**src/rtl/lut_layer_engine_if.sv**
```systemverilog
// Bundles the streaming and configuration signals of one LUT layer.
// The slave modport is the engine side and the master modport is the driver side.
interface lut_layer_engine_if #(
   parameter int unsigned NEURONS = 4,
   parameter int unsigned ADDR_W  = 6,
   parameter int unsigned OUT_W   = 2
);
   localparam int unsigned NID_W = (NEURONS > 1) ? $clog2(NEURONS) : 1;

   logic                      in_valid;
   logic                      in_ready;
   logic [NEURONS*ADDR_W-1:0] in_data;
   logic                      out_valid;
   logic                      out_ready;
   logic [NEURONS*OUT_W-1:0]  out_data;
   logic                      cfg_we;
   logic [NID_W-1:0]          cfg_neuron;
   logic [ADDR_W-1:0]         cfg_addr;
   logic [OUT_W-1:0]          cfg_data;
   logic                      cfg_start;
   logic                      cfg_done;
   logic                      cfg_mode;
   logic                      cfg_err;

   modport master (
      output in_valid, in_data, out_ready, cfg_we, cfg_neuron, cfg_addr, cfg_data,
             cfg_start, cfg_done,
      input  in_ready, out_valid, out_data, cfg_mode, cfg_err
   );

   modport slave (
      input  in_valid, in_data, out_ready, cfg_we, cfg_neuron, cfg_addr, cfg_data,
             cfg_start, cfg_done,
      output in_ready, out_valid, out_data, cfg_mode, cfg_err
   );
endinterface

```
**src/rtl/lut_layer_engine.sv**
```systemverilog
// One layer of independent, runtime-programmable truth-table neurons.
// Every neuron's lookup is captured in one shared registered valid/ready output stage.
module lut_layer_engine #(
   parameter int unsigned NEURONS = 4,
   parameter int unsigned ADDR_W  = 6,
   parameter int unsigned OUT_W   = 2
) (
   input logic              clk,
   input logic              rst,
   lut_layer_engine_if.slave bus_io
);
   localparam int unsigned NID_W = (NEURONS > 1) ? $clog2(NEURONS) : 1;
   localparam int unsigned DEPTH = 2 ** ADDR_W;
   localparam logic [NID_W:0] NeuronsW = (NID_W + 1)'(NEURONS);

   typedef enum logic [1:0] {StCfg, StRun, StDrain} state_e;

   state_e                   state_q, state_d;
   logic [OUT_W-1:0]         tbl_q [NEURONS][DEPTH];
   logic                     out_valid_q, out_valid_d;
   logic [NEURONS*OUT_W-1:0] out_data_q, out_data_d;
   logic                     cfg_err_q, cfg_err_d;
   logic [NEURONS*OUT_W-1:0] lookup;
   logic                     in_ready;
   logic                     accept;
   logic                     nid_ok;
   logic                     tbl_we;

   assign nid_ok   = {1'b0, bus_io.cfg_neuron} < NeuronsW;
   assign tbl_we   = (state_q == StCfg) && bus_io.cfg_we && nid_ok;
   assign in_ready = (state_q == StRun) && (!out_valid_q || bus_io.out_ready);
   assign accept   = bus_io.in_valid && in_ready;

   always_comb begin
      lookup = '0;
      for (int unsigned n = 0; n < NEURONS; n++) begin
         lookup[n*OUT_W +: OUT_W] = tbl_q[n][bus_io.in_data[n*ADDR_W +: ADDR_W]];
      end
   end

   always_comb begin
      state_d     = state_q;
      out_valid_d = out_valid_q;
      out_data_d  = out_data_q;
      // Any config write outside CFG, or to a nonexistent neuron, is rejected.
      cfg_err_d   = bus_io.cfg_we && ((state_q != StCfg) || !nid_ok);

      if (accept) begin
         out_valid_d = 1'b1;
         out_data_d  = lookup;
      end else if (out_valid_q && bus_io.out_ready) begin
         out_valid_d = 1'b0;
      end

      unique case (state_q)
         StCfg:   if (bus_io.cfg_done) state_d = StRun;
         StRun:   if (bus_io.cfg_start) state_d = StDrain;
         StDrain: if (!out_valid_q || bus_io.out_ready) state_d = StCfg;
         default: state_d = StCfg;
      endcase
   end

   always_ff @(posedge clk or posedge rst) begin
      if (rst) begin
         state_q     <= StCfg;
         out_valid_q <= 1'b0;
         out_data_q  <= '0;
         cfg_err_q   <= 1'b0;
      end else begin
         state_q     <= state_d;
         out_valid_q <= out_valid_d;
         out_data_q  <= out_data_d;
         cfg_err_q   <= cfg_err_d;
      end
   end

   // Tables sit in flops so the lookup can feed the output register combinationally.
   always_ff @(posedge clk or posedge rst) begin
      if (rst) begin
         for (int unsigned n = 0; n < NEURONS; n++) begin
            for (int unsigned a = 0; a < DEPTH; a++) begin
               tbl_q[n][a] <= '0;
            end
         end
      end else if (tbl_we) begin
         tbl_q[bus_io.cfg_neuron][bus_io.cfg_addr] <= bus_io.cfg_data;
      end
   end

   assign bus_io.in_ready  = in_ready;
   assign bus_io.out_valid = out_valid_q;
   assign bus_io.out_data  = out_data_q;
   assign bus_io.cfg_mode  = (state_q == StCfg);
   assign bus_io.cfg_err   = cfg_err_q;
endmodule

```
**src/flat_wrapper.sv**
```systemverilog
// flat-port wrapper written by rule: the top's interface ports become plain ports
module lut_layer_engine_flat 
#(
   parameter int unsigned NEURONS = 4,
   parameter int unsigned ADDR_W  = 6,
   parameter int unsigned OUT_W   = 2
)
  (clk, rst, bus_io_in_valid, bus_io_in_data, bus_io_out_ready, bus_io_cfg_we, bus_io_cfg_neuron, bus_io_cfg_addr, bus_io_cfg_data, bus_io_cfg_start, bus_io_cfg_done, bus_io_in_ready, bus_io_out_valid, bus_io_out_data, bus_io_cfg_mode, bus_io_cfg_err);
  lut_layer_engine_if #(.NEURONS(NEURONS), .ADDR_W(ADDR_W), .OUT_W(OUT_W)) bus_io_i ();
  input logic clk;
  input logic rst;
  input wire logic [$bits(bus_io_i.in_valid)-1:0] bus_io_in_valid;
  input wire logic [$bits(bus_io_i.in_data)-1:0] bus_io_in_data;
  input wire logic [$bits(bus_io_i.out_ready)-1:0] bus_io_out_ready;
  input wire logic [$bits(bus_io_i.cfg_we)-1:0] bus_io_cfg_we;
  input wire logic [$bits(bus_io_i.cfg_neuron)-1:0] bus_io_cfg_neuron;
  input wire logic [$bits(bus_io_i.cfg_addr)-1:0] bus_io_cfg_addr;
  input wire logic [$bits(bus_io_i.cfg_data)-1:0] bus_io_cfg_data;
  input wire logic [$bits(bus_io_i.cfg_start)-1:0] bus_io_cfg_start;
  input wire logic [$bits(bus_io_i.cfg_done)-1:0] bus_io_cfg_done;
  output wire logic [$bits(bus_io_i.in_ready)-1:0] bus_io_in_ready;
  output wire logic [$bits(bus_io_i.out_valid)-1:0] bus_io_out_valid;
  output wire logic [$bits(bus_io_i.out_data)-1:0] bus_io_out_data;
  output wire logic [$bits(bus_io_i.cfg_mode)-1:0] bus_io_cfg_mode;
  output wire logic [$bits(bus_io_i.cfg_err)-1:0] bus_io_cfg_err;
  assign bus_io_i.in_valid = bus_io_in_valid;
  assign bus_io_i.in_data = bus_io_in_data;
  assign bus_io_i.out_ready = bus_io_out_ready;
  assign bus_io_i.cfg_we = bus_io_cfg_we;
  assign bus_io_i.cfg_neuron = bus_io_cfg_neuron;
  assign bus_io_i.cfg_addr = bus_io_cfg_addr;
  assign bus_io_i.cfg_data = bus_io_cfg_data;
  assign bus_io_i.cfg_start = bus_io_cfg_start;
  assign bus_io_i.cfg_done = bus_io_cfg_done;
  assign bus_io_in_ready = bus_io_i.in_ready;
  assign bus_io_out_valid = bus_io_i.out_valid;
  assign bus_io_out_data = bus_io_i.out_data;
  assign bus_io_cfg_mode = bus_io_i.cfg_mode;
  assign bus_io_cfg_err = bus_io_i.cfg_err;
  lut_layer_engine #(.NEURONS(NEURONS), .ADDR_W(ADDR_W), .OUT_W(OUT_W)) u_core (.clk(clk), .rst(rst), .bus_io(bus_io_i));
endmodule
```
**config.mk**
```make
export PLATFORM = sky130hd
export DESIGN_NAME = lut_layer_engine_flat
export DESIGN_NICKNAME = d
export VERILOG_FILES = /design/src/rtl/lut_layer_engine_if.sv /design/src/rtl/lut_layer_engine.sv /design/src/flat_wrapper.sv
export SDC_FILE = /design/constraint.sdc
export NUM_CORES = 1
export LEC_CHECK = 0
export BUFFER_PORTS_ARGS = -buffer_cell sky130_fd_sc_hd__buf_2
export CELL_PAD_IN_SITES_DETAIL_PLACEMENT = 0
export CELL_PAD_IN_SITES_GLOBAL_PLACEMENT = 1
export CORE_ASPECT_RATIO = 0.9
export CORE_MARGIN = 3
export CORE_UTILIZATION = 56
export CTS_CLUSTER_SIZE = 12
export DETAILED_ROUTE_END_ITERATION = 16
export PLACE_DENSITY_LB_ADDON = 0.1
export RECOVER_POWER = 50
export SYNTH_ARGS = -nofsm -noshare
export SYNTH_HDL_FRONTEND = slang
export SYNTH_SLANG_ARGS = --single-unit
```
**constraint.sdc**
```tcl
create_clock -name clk -period 30.8 [get_ports clk]
set_input_delay 6.16 -clock clk [delete_from_list [all_inputs] [get_ports clk]]
set_output_delay 6.16 -clock clk [all_outputs]
set_load 0.01 [all_outputs]
```
==> flow_summary.json, run 1 <==
{
  "top_level_ports": 53,
  "finalWirelength_um": 66000,
  "final_common_cell": "dfrtp_1",
  "ys_ff_latch": 524,
  "seqPwrFrac_pct": 48.2,
  "cts_tree": "built",
  "finalSetupTns_ns": 0,
  "clockBufferDepth": 3,
  "synthAdderAreaFrac_pct": 0,
  "grt_busiest_layer": "met1",
  "path_clk_slew_ns": 0.06,
  "grtUsageMet1_pct": 47.1,
  "hold_violations": 0,
  "clock_latency_ns": 0.59,
  "ys.warnings.count": 0,
  "die_x_um": 233,
  "synth_top_family_by_area": "multiplexers",
  "synth_compound_area_share_pct": 4.22,
  "min_period_ns": 13.05,
  "drtPass1Iterations": 7,
  "sw_frac_of_total_pct": 24.2,
  "p_leak_uw": 0.0133,
  "core-area_um2": 45600,
  "synth.cell_area_um2": 25900,
  "avgRoutedWirePerCell_um": 24.5,
  "max_cap_viol_count": 9,
  "rows": 74,
  "die-area_um2": 48800,
  "crit_type": "in2reg",
  "grt_pass1_wl_um": 102000,
  "syn2layout_area_growth_pct": 8.12,
  "worstPathArrival_ns": 13.58,
  "synth_mux_area_share_pct": 33.4,
  "dp_hpwl_um": 44700,
  "finalWeightedCongestion": 0.937,
  "overflow": 0,
  "post-place-cells": 2600,
  "nNetsFinal": 2090,
  "vias": 16658,
  "pwr-share-comb_pct": 8.7,
  "grt_usage_pct": 27.3,
  "mostFrequentLayoutCells": "dfrtp_1 (524), mux2_2 (520), nand2_1 (226)",
  "ys_top_cells_by_area": "dfrtp_1 (51%), mux2_2 (23%), mux2i_1 (7.2%)",
  "worstRegToRegCells": 5,
  "cts_buffers": 55,
  "portBuffers": 52,
  "clkPwrFrac_pct": 43.1,
  "r2r_slack_ns": 26.39,
  "max_freq_mhz": 76.6,
  "crit_path_end_kind": "flop",
  "die_h_um": 210,
  "r2r_start": "u_core.state_q[0]",
  "synth_top_cell_area_share_pct": 50.7,
  "r2r_end": "u_core.tbl_q[127]",
  "crit_path_end": "u_core.tbl_q[193]",
  "p_switching_uw": 367,
  "ys_seq_area_share_pct": 50.7,
  "drc": 0,
  "grt_pass1_vias": 16792,
  "p_int_uw": 1150,
  "slew_violations": 769,
  "cts.sinks": 524,
  "first_iter_violations": 1486,
  "skew_ns": 0.00929,
  "synth_edf_count": 0,
  "avgViaCountPerCell": 6.17,
  "hold_buffers": 0,
  "grt_setup_unrepaired": "no",
  "hold_path_class": "reg2reg",
  "final_cells": 2700,
  "drive_above_1_share_pct": 33.4,
  "synth_simple_gate_area_share_pct": 8.71,
  "cts_root_buf": "clkbuf_16",
  "met3_usage_pct": 5.86,
  "grt_max_degree": 131,
  "violations": "capacitance limit, slew limit",
  "start_util_pct": 56.8,
  "cp-start-kind": "input pin",
  "setup_viol": 0,
  "async_reset_ff_share_pct": 100,
  "worstSetupStartpoint": "bus_io_cfg_data[1]",
  "htreeDepth": 2,
  "avgSynthCellArea_um2": 12.4,
  "grt_antenna_before_repair": 4,
  "ir_drop_v": 0.0000445,
  "worstMarginPinSlew_ns": 5.70,
  "slew_headroom_pct": -282,
  "synthDistinctLibCells": 45,
  "status": "finished, violations left",
  "ys_dominant_reg_cell": "dfrtp_1",
  "grt.met2_usage_pct": 34.7,
  "post-route-period-util_pct": 42.4,
  "crit_required_ns": 31.32,
  "synth-xor-area-share_pct": 0,
  "post_cts_resized": 0,
  "ant_nets": 0,
  "path_max_fanout": 96,
  "synth_fp_nets": 2124,
  "synth.largest_area_cell": "dfrtp_1",
  "syn_inst": 2083,
  "cellPowerDensity_nw_per_um2": 54.2,
  "postCtsSetupRepairBufs": 0
}
==> worst max-delay path: stages <==
cell and delay (ns):
clkbuf_1 3.11, clkbuf_1 2.93, buf_4 0.97, mux2_2 0.29
==> metal layers <==
metal  part of all wire [%]  routed length (um)
met4                    1.4                 952
met1                     53               34900
met2                     39               25500
met5                  0.033                  22
met3                    7.1                4700
==> power by group through the flow <==
stage          sequential [uW]  combinational, uW  clock (uW)
3_3_place_gp               742                131           0
4_1_cts                    731                134         667
5_1_grt                    734                144         696
2_1_floorplan              741               95.7           0
6_report                   732                132         654
3_5_place_dp               743                134           0
==> cell usage after synthesis, drive strengths merged, types with 4 or more instances <==
cell type	number
dfrtp	524
nand3	4
nor4	8
a22oi	48
nor3b	5
nand2b	5
nor2b	17
mux2i	185
mux2	520
a221oi	8
nand3b	4
o311ai	8
nor2	201
buf	69
a2111oi	8
nand2	226
mux4	40
o211ai	8
o311a	8
a221o	8
clkbuf	91
a31oi	8
nor3	20
and2	8
nand4b	9
a22o	24
==> final cells by class <==
cell class	count	area, um2
timing repair buffer	69	348
sequential	524	13100
multi-input combinational	1397	12000
inverter	2	8.76
fill	3646	17600
tap	608	761
antenna	2	5.00
clock buffer	89	1680
clock inverter	9	97.6
==> how the worst min path moves through the flow <==
stage	from	depth (start not counted)	endpoint
floorplan	u_core.tbl_q[140]	1	u_core.tbl_q[140]
global placement	u_core.tbl_q[193]	1	u_core.tbl_q[193]
detailed placement	u_core.tbl_q[142]	1	u_core.tbl_q[142]
CTS	u_core.tbl_q[39]	1	u_core.tbl_q[39]
global route	u_core.tbl_q[158]	1	u_core.tbl_q[158]
finish	u_core.tbl_q[200]	1	u_core.tbl_q[200]
==> cells by family after synthesis <==
| logic type | count (synthesis) |
|---|---|
| AOI/OAI and AO/OA | 129 |
| buffers and inverters | 162 |
| DFF | 524 |
| muxes | 745 |
| and+or+nand+nor | 523 |
==> metrics by stage <==
stage | power (uW) | cell area, um2 | utilization, % | setup slack, ns | hold WS (ns)
after floorplan | 836 | 25900 | - | 10.0 | 0.470
after global routing | 1570 | 28000 | 61.4 | 17.03 | 0.509
after detailed placement | 877 | 26300 | 57.7 | 17.86 | 0.488
after global placement | 873 | 26300 | 57.7 | 17.89 | 0.478
final | 1520 | 28000 | 61.4 | 17.75 | 0.498
after CTS | 1530 | 28100 | 61.6 | 17.86 | 0.501
==> state kept, by name, indices dropped and copies added, names as in the netlist <==
name,count
u_core.bus_io.out_data,8
u_core.bus_io.out_valid,1
u_core.tbl_q,512
u_core.state_q,2
u_core.bus_io.cfg_err,1
No activity file was read; power rests on OpenSTA's default activity.
==> run 2: changes to the inputs <==
- CORE_UTILIZATION: 56 -> 47
- clock period: 30.8 -> 11.85 ns (I/O delays scaled with it)
==> run 2 against run 1 <==
Effect of this change: power increased to 2.6 times the previous value; wire length increased by 4.3%; non-clock buffer count increased by 2; die area increased by 19%; global-route usage decreased by 3.4 points; critical path depth decreased by 1; critical endpoint is now u_core.tbl_q[507]; largest cell class unchanged; the flow still finishes with violations (capacitance limit, slew limit); clock skew increased by 0.0068 ns; setup slack got worse by 13 ns; flip-flop and latch count unchanged; highest routed layer unchanged; first-iteration DRC count decreased by 17%; final area increased by 0.79%; combinational power increased to 2.6 times the previous value.
==> flow_summary.json, run 2 (synthesis results as in run 1) <==
{
  "status": "finished, violations left",
  "violations": "capacitance limit, slew limit",
  "start_util_pct": 48.2,
  "seqPwrFrac_pct": 47.3,
  "ant_nets": 0,
  "avgViaCountPerCell": 5.91,
  "overflow": 0,
  "crit_path_end_kind": "async pin",
  "drtPass1Iterations": 5,
  "final_common_cell": "dfrtp_1",
  "postCtsSetupRepairBufs": 0,
  "skew_ns": 0.0161,
  "htreeDepth": 2,
  "syn2layout_area_growth_pct": 8.97,
  "crit_required_ns": 11.50,
  "drc": 0,
  "cts_buffers": 57,
  "hp-start": "u_core.tbl_q[203]",
  "core-area_um2": 53800,
  "multi_input_area_um2": 12000,
  "drive_above_1_share_pct": 34.0,
  "clkPwrFrac_pct": 44.1,
  "top_register": "u_core.tbl_q",
  "sw_frac_of_total_pct": 24.5,
  "avgRoutedWirePerCell_um": 24.7,
  "fillers": 4635,
  "grt_max_degree": 177,
  "vias": 16518,
  "largest_reg_flops": 512,
  "grt_setup_unrepaired": "no",
  "ir_drop_v": 0.000103,
  "die-area_um2": 57900,
  "max_cap_viol_count": 8,
  "slew_headroom_pct": -197,
  "post_cts_resized": 0,
  "setup_viol": 0,
  "regArea_um2": 13100,
  "r2r_start": "u_core.state_q[0]",
  "hold_buffers": 0,
  "post-route-util_pct": 52.5,
  "finalInstanceArea_um2": 28200,
  "max_freq_mhz": 142,
  "slew_violations": 630,
  "die_x_um": 253,
  "p_leak_uw": 0.0134,
  "mostFrequentLayoutCells": "dfrtp_1 (524), mux2_2 (520), nand2_1 (226)",
  "grt_usage_pct": 23.9,
  "path_max_fanout": 176,
  "post-route-period-util_pct": 59.5,
  "finalWirelength_um": 68900,
  "cts_tree": "built",
  "grt_antenna_before_repair": 6,
  "cts.sinks": 524,
  "antenna_cells": 0,
  "nNetsFinal": 2094,
  "hold_violations": 0,
  "worstSetupStartpoint": "rst",
  "die_h_um": 229,
  "first_iter_violations": 1229,
  "finalWeightedCongestion": 0.866,
  "crit_type": "in2async",
  "portBuffers": 52,
  "cellPowerDensity_nw_per_um2": 142,
  "placed_cell_area_um2": 26400,
  "p_switching_uw": 986,
  "cp-start-kind": "input pin",
  "top_level_ports": 53,
  "finalSetupTns_ns": 0,
  "grt_pass1_wl_um": 106000,
  "grt_pass1_vias": 16707,
  "clock_latency_ns": 0.60,
  "cts_root_buf": "clkbuf_16",
  "worstMarginPinSlew_ns": 4.46,
  "clockBufferDepth": 3,
  "power.total_uw": 4020,
  "p_int_uw": 3030,
  "rows": 80,
  "worstPathArrival_ns": 6.71,
  "path_clk_slew_ns": 0.06,
  "dp_hpwl_um": 47200,
  "hold_path_class": "reg2reg",
  "pwr-share-comb_pct": 8.6,
  "min_period_ns": 7.05
}
run 2: cell count changes in the layout (fill, tap and decap cells not counted), sizes merged:
| cell | previous run | this run |
|---|---|---|
| inv | 1 | 2 |
| diode | 2 | 0 |
| buf | 49 | 50 |
| clkbuf | 109 | 111 |
| clkinv | 6 | 11 |
| clkinvlp | 2 | 1 |
run 2: worst max-delay path, cell delays in order:
cell	delay, ns
buf_2	0.10
clkinvlp_2	0.81
clkbuf_2	3.13
run 2: worst paths after layout:
path / slack (ns) / cells after the start / to
max: 4.80 / 3 / u_core.tbl_q[507]
min: 0.50 / 1 / u_core.tbl_q[203]
max reg2reg: 7.23 / 5 / u_core.tbl_q[127]
min reg2reg: 0.50 / 1 / u_core.tbl_q[203]
max in group clk: 5.98 / 5 / u_core.tbl_q[127]
min in group asynchronous: 2.07 / 2 / u_core.tbl_q[209]
run 2: area by class of cell:
cell class / count / area share, %
sequential: 524 / 46.5
multi-input combinational: 1397 / 42.5
tap: 697 / 3.09
clock inverter: 14 / 0.439
timing repair buffer: 71 / 1.30
inverter: 2 / 0.0310
clock buffer: 90 / 6.17
run 2: layer usage:
layer	vias up	GRT usage (%)	share of wire (%)
li1	7420	-	-
met2	404	29.7	38
met3	77	5.89	6.8
met5	-	0	0.071
met4	8	4.72	1.4
met1	8609	40.9	54
run 2: metrics by stage:
| stage | worst slack [ns] | hold WS, ns | cells |
|---|---|---|---|
| floorplan | 2.36 | 0.470 | 2083 |
| finish | 4.80 | 0.499 | 2795 |
| global route | 3.75 | 0.513 | 2795 |
| global placement | 6.47 | 0.481 | 2691 |
| detailed placement | 6.45 | 0.488 | 2691 |
| CTS | 6.44 | 0.502 | 2795 |
run 2: power groups by stage:
stage / clock network [uW] / registers, uW / logic [uW]
2_1_floorplan: 0 / 1930 / 249
3_3_place_gp: 0 / 1930 / 347
3_5_place_dp: 0 / 1930 / 353
4_1_cts: 1810 / 1900 / 354
5_1_grt: 1890 / 1910 / 379
6_report: 1770 / 1900 / 345
